==> src/rtl/axis_sim_pkg.sv <==
// Shared types and defaults for the AXI-Stream simulation sink and source models.
package axis_sim_pkg;

  typedef enum logic [1:0] {
    IDLE = 2'd0,
    RECV = 2'd1,
    DONE = 2'd2
  } axis_state_t;

  localparam int         DEFAULT_STALL_LIMIT   = 1024;
  localparam logic [7:0] DEFAULT_READY_PATTERN = 8'hFF;

  // Beat record shared with the planned source model; data width is fixed here.
  localparam int AXIS_BEAT_DATA_W = 32;

  typedef struct packed {
    logic [AXIS_BEAT_DATA_W-1:0] data;
    logic                        last;
  } axis_beat_t;

  // Rotate an 8-bit backpressure mask right by one position.
  function automatic logic [7:0] rotate_right8(input logic [7:0] value);
    return {value[0], value[7:1]};
  endfunction

endpackage

==> src/rtl/axis_stream_sink_monitor_hold.sv <==
// AXI-Stream hold-rule checker: once a beat is offered and refused, the
// source must keep offering that same beat on the next cycle.
module axis_hold_checker #(
  parameter int DATA_W = 32
) (
  input  logic              clk,
  input  logic              rst,
  input  logic              enable,
  input  logic              valid,
  input  logic              ready,
  input  logic [DATA_W-1:0] data,
  input  logic              last,
  output logic              err_protocol
);

  logic              stalled_q;
  logic [DATA_W-1:0] data_q;
  logic              last_q;
  logic              violation;

  // A refused beat last cycle must reappear unchanged while checking is enabled.
  always_comb begin
    violation = enable && stalled_q &&
                (!valid || (data != data_q) || (last != last_q));
  end

  // Keep a copy of the offered beat and latch any violation until reset.
  always_ff @(posedge clk) begin
    if (rst) begin
      stalled_q    <= 1'b0;
      data_q       <= '0;
      last_q       <= 1'b0;
      err_protocol <= 1'b0;
    end else begin
      stalled_q <= enable && valid && !ready;
      data_q    <= data;
      last_q    <= last;
      if (violation) begin
        err_protocol <= 1'b1;
      end
    end
  end

endmodule

==> src/rtl/axis_stream_sink_monitor.sv <==
// Simulation sink for an AXI-Stream output: drives a rotating backpressure
// pattern, checks framing and hold rules, counts traffic and flags starvation.
module axis_stream_sink_monitor
  import axis_sim_pkg::*;
#(
  parameter int         DATA_W        = 32,
  parameter int         PKT_LEN       = 16,
  parameter int         NUM_PKTS      = 4,
  parameter int         STALL_LIMIT   = DEFAULT_STALL_LIMIT,
  parameter int         CNT_W         = 32,
  parameter logic [7:0] READY_PATTERN = DEFAULT_READY_PATTERN
) (
  input  logic              ap_clk,
  input  logic              ap_rst,
  input  logic              start,
  input  logic [DATA_W-1:0] s_axis_TDATA,
  input  logic              s_axis_TVALID,
  input  logic              s_axis_TLAST,
  output logic              s_axis_TREADY,
  output logic [CNT_W-1:0]  beat_cnt,
  output logic [CNT_W-1:0]  pkt_cnt,
  output logic [DATA_W-1:0] signature,
  output logic              err_protocol,
  output logic              err_tlast,
  output logic              starve_block,
  output logic              done
);

  localparam int BIP_W   = (PKT_LEN > 1) ? $clog2(PKT_LEN) : 1;
  localparam int STALL_W = $clog2(STALL_LIMIT + 1);

  axis_state_t        state;
  axis_state_t        state_next;
  logic [7:0]         pattern;
  logic               handshake;
  logic               expected_last;
  logic [CNT_W-1:0]   pkt_cnt_inc;
  logic [BIP_W-1:0]   beat_in_pkt;
  logic [STALL_W-1:0] stall_cnt;
  logic [STALL_W-1:0] stall_next;

  assign handshake     = (state == RECV) && s_axis_TVALID && s_axis_TREADY;
  assign expected_last = (beat_in_pkt == BIP_W'(PKT_LEN - 1));
  assign pkt_cnt_inc   = pkt_cnt + CNT_W'(1);

  // Next state: start opens the receive window, the final packet closes it.
  always_comb begin
    state_next = state;
    case (state)
      IDLE: if (start) state_next = RECV;
      RECV: if (handshake && s_axis_TLAST && (pkt_cnt_inc == CNT_W'(NUM_PKTS)))
              state_next = DONE;
      DONE: state_next = DONE;
      default: state_next = IDLE;
    endcase
  end

  // State register plus the rotating ready mask that sets TREADY for the next cycle.
  always_ff @(posedge ap_clk) begin
    if (ap_rst) begin
      state         <= IDLE;
      pattern       <= READY_PATTERN;
      s_axis_TREADY <= 1'b0;
      done          <= 1'b0;
    end else begin
      state <= state_next;
      done  <= (state_next == DONE);
      if (state_next == RECV) begin
        s_axis_TREADY <= pattern[0];
        pattern       <= rotate_right8(pattern);
      end else begin
        s_axis_TREADY <= 1'b0;
      end
    end
  end

  // Beat and packet accounting, signature and TLAST framing on every handshake.
  always_ff @(posedge ap_clk) begin
    if (ap_rst) begin
      beat_cnt    <= '0;
      pkt_cnt     <= '0;
      signature   <= '0;
      beat_in_pkt <= '0;
      err_tlast   <= 1'b0;
    end else if (handshake) begin
      beat_cnt  <= beat_cnt + CNT_W'(1);
      signature <= signature ^ s_axis_TDATA;
      if (s_axis_TLAST != expected_last) begin
        err_tlast <= 1'b1;
      end
      if (s_axis_TLAST || expected_last) begin
        beat_in_pkt <= '0;
      end else begin
        beat_in_pkt <= beat_in_pkt + BIP_W'(1);
      end
      if (s_axis_TLAST) begin
        pkt_cnt <= pkt_cnt_inc;
      end
    end
  end

  // Count consecutive idle receive cycles, saturating at the limit.
  always_comb begin
    stall_next = '0;
    if ((state == RECV) && !s_axis_TVALID) begin
      stall_next = (stall_cnt == STALL_W'(STALL_LIMIT)) ? stall_cnt
                                                       : stall_cnt + STALL_W'(1);
    end
  end

  // Starvation counter and its registered block flag.
  always_ff @(posedge ap_clk) begin
    if (ap_rst) begin
      stall_cnt    <= '0;
      starve_block <= 1'b0;
    end else begin
      stall_cnt    <= stall_next;
      starve_block <= (stall_next == STALL_W'(STALL_LIMIT));
    end
  end

  axis_hold_checker #(
    .DATA_W(DATA_W)
  ) u_hold (
    .clk         (ap_clk),
    .rst         (ap_rst),
    .enable      (state == RECV),
    .valid       (s_axis_TVALID),
    .ready       (s_axis_TREADY),
    .data        (s_axis_TDATA),
    .last        (s_axis_TLAST),
    .err_protocol(err_protocol)
  );

endmodule

==> config.mk <==
export PLATFORM = sky130hd
export DESIGN_NAME = axis_stream_sink_monitor
export DESIGN_NICKNAME = d
export VERILOG_FILES = /design/src/rtl/axis_sim_pkg.sv /design/src/rtl/axis_stream_sink_monitor_hold.sv /design/src/rtl/axis_stream_sink_monitor.sv
export SDC_FILE = /design/constraint.sdc
export NUM_CORES = 1
export LEC_CHECK = 0
export ABC_AREA = 1
export CORE_ASPECT_RATIO = 0.75
export CORE_MARGIN = 3
export CORE_UTILIZATION = 64
export CTS_CLUSTER_DIAMETER = 60
export DETAILED_ROUTE_END_ITERATION = 12
export DONT_BUFFER_PORTS = 1
export PLACE_DENSITY = 0.8
export SYNTH_ARGS = -nofsm -noshare
export SYNTH_HDL_FRONTEND = slang
export SYNTH_SLANG_ARGS = --single-unit
==> constraint.sdc <==
create_clock -name ap_clk -period 5.1 [get_ports ap_clk]
set_input_delay 0.765 -clock ap_clk [delete_from_list [all_inputs] [get_ports ap_clk]]
set_output_delay 0.765 -clock ap_clk [all_outputs]
set_load 0.02 [all_outputs]
==> flow_metrics.py, run 1 <==
metrics = {
    "outcome": {
        "status": "finished, final reports clean",
    },
    "critical_path": {
        "timing.critical_path.to_type": "flop",
        "setup.worst_path.start_class": "flop",
        "number_of_cells_on_the_worst_reg_to_reg_path": 15,
        "cp_data_required_time_ps": 5450,
        "cp_max_fo": 11,
        "setup.reg_to_reg.worst_slack_ps": 2090,
        "worst_r2r_startpoint": "pkt_cnt[0]",
        "timing_worst_setup_path_type": "flop to flop",
        "r2r_end": "pattern[1]",
        "arrival_ps": 3360,
    },
    "sta": {
        "totalNegativeSetupSlack_ps": 0,
        "tightest_slew_ps": 882.1,
        "post-route-min-period_ps": 3011,
        "final.period_utilization_pct": 59.04,
        "fmaxAchievable_mhz": 332.1,
        "worst_slew_margin_rel_pct": 41.13,
        "final-hold-violation-count": 0,
        "final.setup_skew_ps": 9.981,
        "final.hold.worst_slack_ps": 410.1,
        "final-max-slew-violation-count": 0,
        "finalSetupViolations": 0,
        "rsz0062_at_grt": "no",
    },
    "floorplanning": {
        "floorplan.initialDensity_pct": 67.55,
        "rows": 33,
        "ios": 138,
        "fp.dieArea_sq_um": 13260,
        "core_area_sq_um": 11270,
        "chipHeight_microns": 100.5,
        "die_span_x_microns": 132.0,
    },
    "cells_and_area": {
        "layout-drive-gt1-share_pct": 5.316,
        "area_growth_syn_to_layout_pct": 9.136,
        "final_core_util_pct": 73.73,
        "antenna_cells_inserted": 0,
        "multi_input_comb_area_sq_um": 3735,
        "filler_cell_count_in_the_final_layout": 955,
        "seqCellArea_sq_um": 3203,
        "design_area_sq_um": 8310,
        "layout.nets": 1122,
    },
    "routing": {
        "count_of_unresolved_drc_violations_after_routing": 0,
        "avgViaCountPerCell": 5.601,
        "postRouteAntennaNets": 0,
        "firstDrtPassIters": 5,
        "wl_per_cell_microns": 15.02,
        "route.vias.total": 6990,
        "route.final.wire_length_mm": 18.74,
        "first_iter_violations": 646,
    },
    "grt": {
        "initial_antenna_violation_count": 0,
        "grt_pass1_wl_mm": 30.24,
        "grt_pass1_vias": 6149,
        "global_route.usage.total_pct": 27.99,
        "grt_start_max_net_pins": 110,
        "grt_remaining_overflow": 0,
    },
    "worst_hold_path": {
        "min-delay-path-class": "input pin to flop",
        "min_to": "signature[1]",
        "worstHoldPathCells": 1,
        "hold_path_startpoint": "ap_rst",
    },
    "pwr": {
        "max_rail_drop_vdd_uv": 245.3,
        "sw_frac_of_total_pct": 24.28,
        "power.density_cell_area_nw_per_um2": 327.4,
        "p_switching_mw": 0.6606,
        "cell_internal_pwr_mw": 2.060,
        "clkPwrFrac_pct": 47.4,
        "leakage_power_total_nw": 3.344,
        "seq_power_share_pct": 48.5,
        "share_comb_of_total_power_pct": 4.1,
    },
    "synthesis": {
        "synth_top_flop_cell": "dfxtp_1",
        "ys_seq_elements": 160,
        "most_common_cell_in_the_synthesized_netlist": "nand2_1",
        "synth_seq_area_share_pct": 42.06,
        "yosys_warnings": 0,
        "ys_types": 33,
        "syn-mean-instance-area_sq_um": 7.005,
        "synthesis.instances": 1087,
        "synth.top_cells.by_count": "197 x nand2_1, 160 x dfxtp_1, 155 x nor2_1",
        "syn-num-nets": 1131,
        "ys_top_cells_by_area": "dfxtp_1 42%, nand2_1 9.7%, nor2_1 7.6%",
        "leading_area_contributor_after_synthesis": "dfxtp_1",
        "synthArstFlopShare_pct": 0,
        "synth_enable_flop_cells": 0,
        "synth_area_sq_um": 7615,
        "synth_largest_type_area_fraction_pct": 42.06,
    },
    "cts": {
        "post_cts_setup_bufs": 0,
        "tritoncts_clock_tree": "yes",
        "cts_hold_buf": 0,
        "clk_pin_slew_worst_paths_ps": 70,
        "clkSinkCount": 160,
        "cts_root_buffer": "clkbuf_16",
        "worstSkewPairLatency_ps": 420,
        "htree_levels": 4,
        "cts_bufs_inserted": 17,
        "cts_resized": 0,
        "deepest_clock_path_buffer_count": 2,
    },
    "flow_run": {
        "max_cap_viol_count": 0,
    },
    "placed_design": {
        "post_dp_area_sq_um": 7712,
        "routabilityCongestion": 0.9422,
        "io_buffers": 0,
        "dpl.hpwl_mm": 12.99,
    },
}
-- placed cells by master (no fill, tap or decap), drive strengths merged, types with 9 or more instances in the layout --
cell	instances
nand2	200
nor2	166
dfxtp	160
inv	152
a21oi	78
nand3	59
nor3	59
o21ai	51
nor3b	33
xor2	32
nand4	19
clkbuf	17
xnor2	9
-- power groups by stage --
| stage | logic [mW] | registers [mW] | clock network (mW) |
|---|---|---|---|
| after CTS | 0.110 | 1.32 | 1.31 |
| after global placement | 0.106 | 1.35 | 0 |
| after floorplan | 0.100 | 1.34 | 0 |
| final | 0.111 | 1.32 | 1.29 |
| after global routing | 0.127 | 1.32 | 1.36 |
| after detailed placement | 0.109 | 1.35 | 0 |
-- flip-flops by register name (all words and copies together) (netlist names), 2 cells and up --
signal         count
signature         32
u_hold.data_q     32
state              2
pkt_cnt           32
stall_cnt         11
beat_in_pkt        4
beat_cnt          32
pattern            8
-- stage by stage --
step	setup slack [ps]	total power, mW	instances
after floorplan	2949	1.442	1087
after detailed placement	2199	1.457	1216
after global routing	1856	2.809	1248
after CTS	2173	2.740	1248
final	2089	2.721	1248
after global placement	2285	1.454	1216
-- how the worst max path moves through the flow --
stage / start / endpoint / slack [ps] / depth (start not counted)
2_1_floorplan: pkt_cnt[0] / pattern[0] / 2950 / 15
3_3_place_gp: s_axis_TVALID / beat_cnt[29] / 2290 / 13
3_5_place_dp: pkt_cnt[0] / pattern[2] / 2200 / 15
4_1_cts: pkt_cnt[0] / pattern[1] / 2170 / 15
5_1_grt: pkt_cnt[0] / pattern[0] / 1860 / 15
6_report: pkt_cnt[0] / pattern[1] / 2090 / 15
-- routing by layer --
layer	track usage (%)	vias up	routed length (microns)	share of wire (%)
li1	-	3520	-	-
met1	40.88	3133	8692	46
met2	39.80	314	7645	41
met3	8.932	23	2162	12
met4	7.910	0	241	1.3
met5	0	-	0	0
-- worst max-delay path: stages, from the launching register on --
cell	delay (ps)
dfxtp_1	550
ha_1	280
nand2_1	80
nor2_2	210
nand2_1	120
nor2_2	290
nand2_1	80
nand2_1	70
nand2_1	70
inv_1	70
nand3_1	80
nor2_1	180
nand3_1	360
nand2_2	310
nand2_1	90
nand3_1	80
-- logic make-up after synthesis --
kind of cell               synth area share [%]
buffers and inverters                     8.889
and+or+nand+nor                           32.50
AOI/OAI and AO/OA                         10.68
adders and majority gates                 1.150
xor gates and xnor gates                  4.716
DFF                                       42.06
-- final cells by class --
cell class,count,area share [%]
multi-input combinational,749,44.94
timing repair buffer,4,0.3613
clock inverter,15,2.078
tap,157,2.364
clock buffer,17,5.119
sequential,160,38.54
inverter,146,6.594
(Power assumes the default switching activity.)
==> run 2, diff against run 1 <==
--- a/config.mk
+++ b/config.mk
@@ -5,14 +5,14 @@
 export SDC_FILE = /design/constraint.sdc
 export NUM_CORES = 1
 export LEC_CHECK = 0
-export ABC_AREA = 1
+export ABC_AREA = 0
 export CORE_ASPECT_RATIO = 0.75
 export CORE_MARGIN = 3
-export CORE_UTILIZATION = 64
+export CORE_UTILIZATION = 63
 export CTS_CLUSTER_DIAMETER = 60
 export DETAILED_ROUTE_END_ITERATION = 12
 export DONT_BUFFER_PORTS = 1
-export PLACE_DENSITY = 0.8
+export PLACE_DENSITY = 0.79
 export SYNTH_ARGS = -nofsm -noshare
 export SYNTH_HDL_FRONTEND = slang
 export SYNTH_SLANG_ARGS = --single-unit
==> constraint.sdc (replaced) <==
create_clock -name ap_clk -period 2.9 [get_ports ap_clk]
set_input_delay 0.435 -clock ap_clk [delete_from_list [all_inputs] [get_ports ap_clk]]
set_output_delay 0.435 -clock ap_clk [all_outputs]
set_load 0.02 [all_outputs]
==> flow_metrics.py, run 2 <==
metrics = {
    "routing": {
        "wl_per_cell_microns": 16.63,
        "postRouteAntennaNets": 0,
        "first_iter_violations": 464,
        "firstDrtPassIters": 5,
        "route.vias.total": 5943,
        "avgViaCountPerCell": 5.896,
        "count_of_unresolved_drc_violations_after_routing": 0,
        "route.final.wire_length_mm": 16.76,
    },
    "grt": {
        "global_route.usage.total_pct": 26.83,
        "grt_remaining_overflow": 0,
        "grt_start_max_net_pins": 151,
        "grt_pass1_wl_mm": 28.11,
        "initial_antenna_violation_count": 0,
        "grt_pass1_vias": 5832,
    },
    "pwr": {
        "cell_internal_pwr_mw": 3.725,
        "sw_frac_of_total_pct": 22.13,
        "leakage_power_total_nw": 3.070,
        "p_switching_mw": 1.059,
        "seq_power_share_pct": 47.8,
        "power.density_cell_area_nw_per_um2": 585.4,
        "max_rail_drop_vdd_uv": 631.0,
        "clkPwrFrac_pct": 49.5,
        "share_comb_of_total_power_pct": 2.8,
    },
    "synthesis": {
        "ys_types": 52,
        "syn-num-nets": 878,
        "ys_top_cells_by_area": "dfxtp_1 44%, xor2_1 12%, nor2_1 6.5%",
        "leading_area_contributor_after_synthesis": "dfxtp_1",
        "synth_largest_type_area_fraction_pct": 44.50,
        "synth.top_cells.by_count": "160 x dfxtp_1, 125 x nor2_1, 99 x xor2_1",
        "ys_seq_elements": 160,
        "yosys_warnings": 0,
        "most_common_cell_in_the_synthesized_netlist": "dfxtp_1",
        "synth_top_flop_cell": "dfxtp_1",
        "synth_area_sq_um": 7198,
        "synth_seq_area_share_pct": 44.50,
        "synth_enable_flop_cells": 0,
        "syn-mean-instance-area_sq_um": 8.631,
        "synthesis.instances": 834,
        "synthArstFlopShare_pct": 0,
    },
    "sta": {
        "finalSetupViolations": 0,
        "totalNegativeSetupSlack_ps": 0,
        "worst_slew_margin_rel_pct": 57.14,
        "final.period_utilization_pct": 95.41,
        "post-route-min-period_ps": 2767,
        "final.setup_skew_ps": 9.323,
        "final-max-slew-violation-count": 0,
        "fmaxAchievable_mhz": 361.4,
        "tightest_slew_ps": 641.5,
        "final-hold-violation-count": 0,
        "rsz0062_at_grt": "no",
    },
    "critical_path": {
        "timing.critical_path.to_type": "flop",
        "cp_max_fo": 5,
        "timing_worst_setup_path_type": "flop to flop",
        "cp_data_required_time_ps": 3210,
        "setup.worst_path.start_class": "flop",
        "arrival_ps": 3080,
    },
    "cts": {
        "clkSinkCount": 160,
        "cts_bufs_inserted": 17,
        "clk_pin_slew_worst_paths_ps": 70,
        "worstSkewPairLatency_ps": 420,
        "tritoncts_clock_tree": "yes",
        "cts_root_buffer": "clkbuf_16",
        "cts_hold_buf": 0,
        "htree_levels": 4,
        "deepest_clock_path_buffer_count": 2,
    },
    "outcome": {
        "status": "finished, final reports clean",
    },
    "floorplanning": {
        "chipHeight_microns": 98.57,
        "ios": 138,
        "fp.dieArea_sq_um": 12760,
        "floorplan.initialDensity_pct": 65.29,
        "die_span_x_microns": 129.4,
        "rows": 33,
        "core_area_sq_um": 11020,
    },
    "cells_and_area": {
        "instances_no_fill": 1008,
        "layout-drive-gt1-share_pct": 10.48,
        "antenna_cells_inserted": 0,
        "mostFrequentLayoutCells": "155 x dfxtp_1, 125 x nor2_1, 99 x xor2_1",
        "layout_commonest_cell": "dfxtp_1",
        "area_growth_syn_to_layout_pct": 13.52,
        "layout.nets": 899,
    },
    "worst_hold_path": {
        "min-delay-path-class": "input pin to flop",
    },
    "placed_design": {
        "routabilityCongestion": 0.9167,
        "io_buffers": 0,
        "dpl.hpwl_mm": 11.67,
        "numPlacedInstances": 972,
    },
    "flow_run": {
        "max_cap_viol_count": 0,
    },
}
==> run 2: cell count changes after synthesis, sizes merged, moves of 41 or more <==
cell,previous run,this run
nand2,200,79
inv,146,10
nor3,59,16
xor2,32,99
a21oi,78,24
nor2,166,125
==> run 2: final cells by class <==
type | instances | area, sq um
Inverter | 10 | 37.54
Multi-Input combinational cell | 623 | 3794
Fill cell | 807 | 2853
Timing Repair Buffer | 43 | 322.8
Sequential cell | 160 | 3209
Clock inverter | 14 | 193.9
Tap cell | 140 | 175.2
Clock buffer | 18 | 439.2
==> run 2: kinds of logic after synthesis <==
kind of cell	synth area share, %
AND/OR/NAND/NOR	28.33
buffers and inverters	2.938
flip-flops	44.50
XOR/XNOR	16.55
multiplexers	0.4172
adder cells (fa/ha/maj)	1.217
AO/OA/AOI/OAI	6.049
==> run 2: path summary, 6_finish.rpt <==
kind | slack, ps | depth (start not counted) | to | startpoint
min reg2reg | 460 | 1 | pattern[4] | pattern[4]
max | 130 | 10 | pattern[6] | pkt_cnt[0]
max reg2reg | 130 | 10 | pattern[6] | pkt_cnt[0]
min | 90 | 1 | signature[20] | ap_rst
==> run 2: critical path, cell delays in order (launching register included) <==
cell and delay [ps]:
dfxtp_2 330, ha_1 180, nand3_1 120, or2_2 350, o31a_1 300, nor4_1 340
nand4_1 210, nor4_4 290, buf_4 190, nor3b_1 50, a211o_1 290
==> run 2: per-layer routing <==
layer,track usage [%],part of all wire (%)
met5,0,0
met4,9.185,2.2
met3,8.776,7.9
met2,43.63,48
met1,33.71,42
==> run 2: power by group through the flow <==
stage          registers, mW  logic (mW)  clock network, mW
4_1_cts                 2.29       0.134               2.39
3_5_place_dp            2.33       0.132                  0
3_3_place_gp            2.33       0.124                  0
2_1_floorplan           2.33       0.133                  0
5_1_grt                 2.29       0.150               2.51
6_report                2.29       0.132               2.37
==> run 2: metrics by stage <==
step	power (mW)	hold WS, ps	utilization, %	worst slack (ps)	cell area, sq um
2_1_floorplan	2.463	427.3	-	59.38	7201
3_3_place_gp	2.456	436.7	67.98	158.4	7495
3_5_place_dp	2.466	444.1	67.98	26.42	7495
4_1_cts	4.813	72.96	74.00	70.97	8158
5_1_grt	4.946	63.86	74.12	6.359	8172
6_report	4.783	86.77	74.12	133.2	8172
==> run 2: repair_timing <==
item                       CTS  global route
pin swaps                    1             1
setup buffers                4             0
setup endpoints to repair    8            10
gates cloned                 0             0
gates resized for setup      0             5
